`src/rtl/lfsr_gen.sv`:
```
// lfsr_gen -- parametrised Fibonacci XNOR LFSR word generator.
//
// Produces pseudo-random words on a valid/ready interface. The seed can be
// loaded at run time. Loading the XNOR lock-up value (all-ones) parks the
// generator in a fault state until a legal seed is loaded. A counter tracks
// the number of words accepted since reset or the last seed load.
//
// Parameters:
//   WIDTH      register width, 4..64
//   TAPS       feedback tap mask (bit i set => state[i] feeds back); only the
//              low WIDTH bits are used
//   RESET_SEED state after reset (low WIDTH bits); must not be all-ones
//   STEPS      single-bit shifts per advance, 1..WIDTH
//   CNT_W      width of the accepted-word counter
//
// Ports:
//   clk         clock, rising edge
//   reset       asynchronous active-low reset
//   enable      run request; low holds the state
//   seed_load   load seed_in into the state this cycle
//   seed_in     seed value
//   out_ready   consumer accepts out_data
//   out_valid   out_data holds an unconsumed word
//   out_data    current LFSR state
//   lockup      the loaded seed was the lock-up value
//   word_count  accepted words since reset/load, wraps silently
module lfsr_gen #(
  parameter int          WIDTH      = 64,
  parameter logic [63:0] TAPS       = 64'hD800_0000_0000_0000,
  parameter logic [63:0] RESET_SEED = 64'd0,
  parameter int          STEPS      = 1,
  parameter int          CNT_W      = 32
) (
  input  logic             clk,
  input  logic             reset,
  input  logic             enable,
  input  logic             seed_load,
  input  logic [WIDTH-1:0] seed_in,
  input  logic             out_ready,
  output logic             out_valid,
  output logic [WIDTH-1:0] out_data,
  output logic             lockup,
  output logic [CNT_W-1:0] word_count
);

  localparam logic [WIDTH-1:0] TAP_MASK = TAPS[WIDTH-1:0];
  localparam logic [WIDTH-1:0] SEED0    = RESET_SEED[WIDTH-1:0];
  localparam logic [WIDTH-1:0] ALL_ONES = '1;

  // Parameter sanity checks, reported at elaboration.
  if (WIDTH < 4 || WIDTH > 64) begin : g_bad_width
    $error("lfsr_gen: WIDTH must be in 4..64");
  end
  if (STEPS < 1 || STEPS > WIDTH) begin : g_bad_steps
    $error("lfsr_gen: STEPS must be in 1..WIDTH");
  end
  if (SEED0 == ALL_ONES) begin : g_bad_seed
    $error("lfsr_gen: RESET_SEED must not be the all-ones lock-up value");
  end

  typedef enum logic [1:0] {
    IDLE  = 2'd0,
    RUN   = 2'd1,
    FAULT = 2'd2
  } state_t;

  state_t           fsm_reg, fsm_next;
  logic [WIDTH-1:0] data_reg, data_next;
  logic [CNT_W-1:0] count_reg, count_next;
  logic             lockup_reg, lockup_next;
  logic [WIDTH-1:0] adv;

  // Unrolled chain of STEPS single shifts. Each stage shifts left and
  // inserts the XNOR of the tapped bits at bit 0; the whole chain settles
  // within one cycle.
  for (genvar gi = 0; gi < STEPS; gi++) begin : g_step
    logic [WIDTH-1:0] src;
    logic [WIDTH-1:0] dst;
    if (gi == 0) begin : g_first
      assign src = data_reg;
    end else begin : g_rest
      assign src = g_step[gi-1].dst;
    end
    assign dst = {src[WIDTH-2:0], ~(^(src & TAP_MASK))};
  end
  assign adv = g_step[STEPS-1].dst;

  always_ff @(posedge clk or negedge reset) begin
    if (!reset) begin
      fsm_reg    <= IDLE;
      data_reg   <= SEED0;
      count_reg  <= '0;
      lockup_reg <= 1'b0;
    end else begin
      fsm_reg    <= fsm_next;
      data_reg   <= data_next;
      count_reg  <= count_next;
      lockup_reg <= lockup_next;
    end
  end

  always_comb begin
    fsm_next    = fsm_reg;
    data_next   = data_reg;
    count_next  = count_reg;
    lockup_next = lockup_reg;
    out_valid   = (fsm_reg == RUN);

    // A seed load overrides everything, including a handshake in the same
    // cycle: that word is neither counted nor advanced past.
    if (seed_load) begin
      data_next  = seed_in;
      count_next = '0;
      if (seed_in == ALL_ONES) begin
        fsm_next    = FAULT;
        lockup_next = 1'b1;
      end else begin
        lockup_next = 1'b0;
        fsm_next    = enable ? RUN : IDLE;
      end
    end else begin
      case (fsm_reg)
        IDLE: begin
          if (enable) fsm_next = RUN;
        end
        RUN: begin
          if (!enable) begin
            fsm_next = IDLE;
          end else if (out_ready) begin
            // out_valid is 1 in RUN, so out_ready completes a transfer.
            data_next  = adv;
            count_next = count_reg + CNT_W'(1);
          end
        end
        FAULT: begin
          // Only a legal seed load leaves FAULT.
        end
        default: begin
          fsm_next = IDLE;
        end
      endcase
    end
  end

  assign out_data   = data_reg;
  assign lockup     = lockup_reg;
  assign word_count = count_reg;

endmodule
```
`config.mk`:
```
export PLATFORM = sky130hd
export DESIGN_NAME = lfsr_gen
export DESIGN_NICKNAME = d
export VERILOG_FILES = /design/src/rtl/lfsr_gen.sv
export SDC_FILE = /design/constraint.sdc
export NUM_CORES = 1
export LEC_CHECK = 0
export ABC_AREA = 1
export BUFFER_PORTS_ARGS = -buffer_cell sky130_fd_sc_hd__buf_2
export CAP_MARGIN = 40
export CELL_PAD_IN_SITES_DETAIL_PLACEMENT = 1
export CELL_PAD_IN_SITES_GLOBAL_PLACEMENT = 2
export CORE_MARGIN = 2
export CORE_UTILIZATION = 28
export DETAILED_ROUTE_END_ITERATION = 16
export PLACE_DENSITY_LB_ADDON = 0.1
export SYNTH_ARGS = -nofsm -noshare
export SYNTH_HDL_FRONTEND = slang
export SYNTH_SLANG_ARGS = --single-unit
```
`constraint.sdc`:
```
create_clock -name clk -period 1.7 [get_ports clk]
set_input_delay 0.34 -clock clk [delete_from_list [all_inputs] [get_ports clk]]
set_output_delay 0.34 -clock clk [all_outputs]
set_load 0.05 [all_outputs]
```
Word level (Yosys, flattened, before mapping)
Index checks and enable logic that the tools add are counted.
W data, S select, Z words.
Operators by class
  add/subtract/negate cells: 1
  $mul: 0
  divide/modulo/power cells: 0
  magnitude comparators: 0
  equality and inequality tests: 6
  shifts and indexed selects: 0
  mux-type cells: 15
  bitwise logic cells: 1
  reduce and logical (&&, ||, !) cells: 7
Operators by type and width (number)
  $mux W64: 4
  $mux W32: 4
  $eq A64 B64 Y1 const B: 1
  $reduce_xor A64 Y1: 1
  $add A32 B1 Y32 const B: 1
  $mux W2: 4
  $ne A3 B3 Y1 const B: 2
  $pmux W2 S3: 1
  $reduce_and A3 Y1: 2
  $reduce_bool A2 Y1: 3
  $eq A2 B1 Y1 const B: 1
  $eq A2 B2 Y1 const B: 1
  $logic_not A2 Y1: 1
  $mux W1: 2
  $ne A2 B2 Y1 const B: 1
  $not A1 Y1: 1
Word-level totals
  register bits: 99
  bits in latches: 0
  bits in writable memories: 0
  ROM bits: 0
  input bits: 69
  output and inout bits: 98
  logic and storage cells: 34
  memories kept: 0

Depth between registers and ports, before layout
  depth after elaboration: 6
  mapped depth: 9
  mapped depth without buffers: 9

Worst setup path after synthesis
No wires, ideal clock.
  path kind: register to register
  from: reg count_reg[1] (netlist: word_count[1])
  to: reg count_reg[18] (netlist: word_count[18])
  setup time: 0.117 ns
  data arrival time: 1.598 ns
  data required time: 1.583 ns
  slack: -0.015 ns
  stages on the path, launching flop included: 9
  buffers on the path: 0
  clock period less this slack: 1.715 ns
  path through: dfrtp_1 -> ha_1 -> inv_1 -> nor2_2 -> nand3_2 -> nor2_4 -> nand3b_1 -> nor2_1 -> nor2_1
Between the ends
  longest elaborated chain between the ends: 5
RTL lines
  start, declared: line 69  | logic [CNT_W-1:0] count_reg, count_next;
  start signal, assigned: line 97  | count_reg <= count_next;
  $add A32 B1 Y32: line 132  | count_next = count_reg + CNT_W'(1);
  $mux W32: line 129  | end else if (out_ready) begin
  $mux W32: line 127  | if (!enable) begin
  $mux W32: line 122  | case (fsm_reg)
  $mux W32: line 111  | if (seed_load) begin
No other way between the ends. The select of a mux whose other input is x is not followed.
A chain may end at the register's enable or synchronous reset.

Worst setup path after layout
  from: reg fsm_reg[1]
  to: out out_valid
Between the ends
  longest elaborated chain between the ends: 1
RTL lines
  start, declared: line 67  | state_t fsm_reg, fsm_next;
  start signal, assigned: line 95  | fsm_reg <= fsm_next;
  $eq A2 B1 Y1: line 107  | out_valid = (fsm_reg == RUN);
  end, declared: line 40  | output logic out_valid,
No other way between the ends.

==> flow_metrics.py <==
metrics = {
    "synth": {
        "synth_common_cells": "nand2_1, nor2_1, dfrtp_1",
        "synthAdderAreaFrac": 0.00234,
        "synth_area_leader_cell": "dfrtp_1",
        "ys.flop_type": "dfrtp_1",
        "synth_mux_area_frac": 0,
        "ys_ff_latch": 99,
        "async_flop_share": 1.00,
        "netlist_area_mm2": 0.00535,
        "synth_seq_area_share": 0.463,
        "syn_avg_cell_area_um2": 7.38,
        "synth-compound-area-share": 0.128,
        "syn_inst": 725,
        "ys_types": 27,
        "synth_edf_count": 0,
        "synth-warning-count": 0,
        "yosys.area_share.simple": 0.316,
        "synth.most_common_cell": "nand2_1",
        "yosys-top-cells-area": "dfrtp_1, nand2_1, nor2_1",
        "post_synth_xor_area_fraction": 0.0115,
        "synth_top_area_share": 0.463,
        "synth_top_family_by_area": "simple AND/OR/NAND/NOR gates",
        "synth_nets": 795,
    },
    "timing": {
        "drv_slew": 0,
        "rsz0062_at_grt": "no",
        "skew_ns": 0.00748,
        "setup_tns_ns": 0,
        "period_share": 0.947,
        "period_minus_slack_ns": 1.61,
        "slew_headroom": 0.695,
        "worst_slew_pin_slew_ns": 0.457,
        "clock.fmax_mhz": 621,
        "finalSetupViolations": 0,
        "hold_viol": 0,
        "timing.hold.ws_ns": 0.253,
    },
    "pwr": {
        "p_per_area_mw_per_mm2": 1020,
        "ir_drop_uv": 450,
        "leakagePower_uw": 0.00332,
        "p_total_uw": 6990,
    },
    "worst_setup_path": {
        "required_ns": 1.36,
        "cp_num_buf_inv": 3,
        "crit_chain": "inv_1 > nand2_2 > inv_1 > clkbuf_4",
        "worstPathMaxFanout": 3,
        "crit_top_cell": "inv_1",
        "crit_slowest_cell": "dfrtp_1",
        "startpoint_type": "register",
        "setup.worst_path.end_class": "output port",
        "crit_family": "buffers and inverters",
        "crit_arrival_ns": 1.27,
        "critPathKind": "register to output port",
        "cpPeakStageDelay_ns": 0.36,
    },
    "routing": {
        "via_per_inst": 4.82,
        "wl_um": 18400,
        "wl_per_cell_um": 16.3,
        "vias": 5449,
        "drc": 0,
        "first_iter_violations": 166,
        "antenna_left": 0,
        "first_pass_iters": 4,
    },
    "clocking": {
        "htreeDepth": 3,
        "clk_pin_slew_ns": 0.07,
        "cts_buffer_depth": 2,
        "cts_sinks": 99,
        "numCtsBuffers": 9,
        "clockRootBuffer": "clkbuf_16",
        "insertion_delay_ns": 0.35,
        "cts_tree": "yes",
    },
    "floorplanning": {
        "num_rows": 50,
        "fp.coreArea_mm2": 0.0187,
        "ios": 167,
        "die_w_um": 142,
        "start_util": 0.286,
        "dieArea_mm2": 0.0202,
        "die_h_um": 142,
    },
    "layout": {
        "stdcell_count": 1130,
        "final_nets": 961,
        "final_layout_size_suffix_gt1_frac": 0.251,
        "largest_reg_flops": 64,
        "syn2layout_area_growth_pct": 28.8,
        "postLayoutCoreUtil": 0.368,
        "fillers": 2373,
    },
    "global_route": {
        "grt_pass1_wl_um": 29500,
        "grt_max_degree": 73,
        "globalRoute.totalOverflow": 0,
        "grtUsageTotal": 0.185,
        "grt_pass1_vias": 5603,
        "grt_antenna_before_repair": 1,
    },
    "min_path": {
        "holdCritPathClass": "input port to register",
    },
    "place": {
        "dp_hpwl_um": 13900,
        "portBuffers": 166,
        "dpl.cell_count": 1110,
        "place.gp.congestion": 0.794,
    },
    "outcome": {
        "status": "finished, final reports clean",
    },
    "run": {
        "drv_cap": 0,
    },
}
==> final timing paths <==
kind / depth (start not counted) / from / slack (ns) / endpoint
hold reg to reg: 2 / lockup / 0.52 / lockup
setup reg to reg: 7 / word_count[12] / 0.13 / word_count[13]
min in group asynchronous: 3 / reset / 0.53 / word_count[12]
max in group asynchronous: 3 / reset / 0.74 / out_data[24]
hold / removal: 3 / seed_in[50] / 0.25 / out_data[50]
setup / recovery: 4 / fsm_reg[1] / 0.09 / out_valid
==> kinds of logic (layout without fill, tap and decap cells) <==
kind of cell    count (synthesis)  after routing
simple gates                  409            409
compound gates                113            113
flops                          99             99
buf+inv                        96            266
xor+xnor                        7              7
fa+ha+maj                       1              1
other cells                     0              1
==> what timing repair did <==
item | 4_1_cts | 5_1_grt
hold endpoints to repair | 30 | 0
pin swaps | 1 | 0
buffers inserted | 3 | 0
resized for setup | 0 | 4
setup endpoints to repair | 4 | 3
hold buffers | 1 | 0
==> final cells by class <==
class / instances / area [µm²] / area share
Antenna cell: 1 / 2.50 / 0.000363
Clock buffer: 11 / 253 / 0.0367
Clock inverter: 4 / 97.6 / 0.0142
Inverter: 60 / 226 / 0.0329
Multi-Input combinational cell: 530 / 2460 / 0.357
Sequential cell: 99 / 2480 / 0.360
Tap cell: 234 / 293 / 0.0425
Timing Repair Buffer: 191 / 1080 / 0.156
==> routing by layer <==
layer  global-route usage  up-vias  wire [µm]
li1                     -     2684          -
met1                0.246     2656       8620
met2                0.312       95       8880
met3               0.0357       14        705
met4               0.0416        0        165
met5                    0        -          0
==> report_power, final <==
| part | total [µW] | switching [µW] | internal, µW |
|---|---|---|---|
| Sequential | 2740 | 171 | 2570 |
| Clock | 2470 | 959 | 1510 |
| Combinational | 1780 | 1340 | 442 |
==> worst min-delay path: cells and delay by family <==
| family | cells | cell delay (ns) |
|---|---|---|
| buf+inv | 1 | 0.09 |
| compound gates | 2 | 0.13 |
==> cells in the final DEF (no fill, tap or decap), types with 5 or more instances in the layout <==
master	count
nand2_1	233
buf_2	164
nor2_2	7
nand4_1	25
a21oi_1	8
nand3_1	20
clkbuf_16	9
xor2_1	5
nor2_1	111
buf_4	21
dfrtp_1	95
a31oi_1	37
o211ai_1	25
inv_1	58
o21ai_0	40
==> per-stage QoR <==
stage	cell area, µm²	worst slack [ns]
after global placement	6500	0.0542
after detailed placement	6500	-0.0437
after CTS	6880	0.0128
after global routing	6890	0.00173
after floorplan	5350	0.137
final	6890	0.0900
Power figures use the tool's default switching activity.
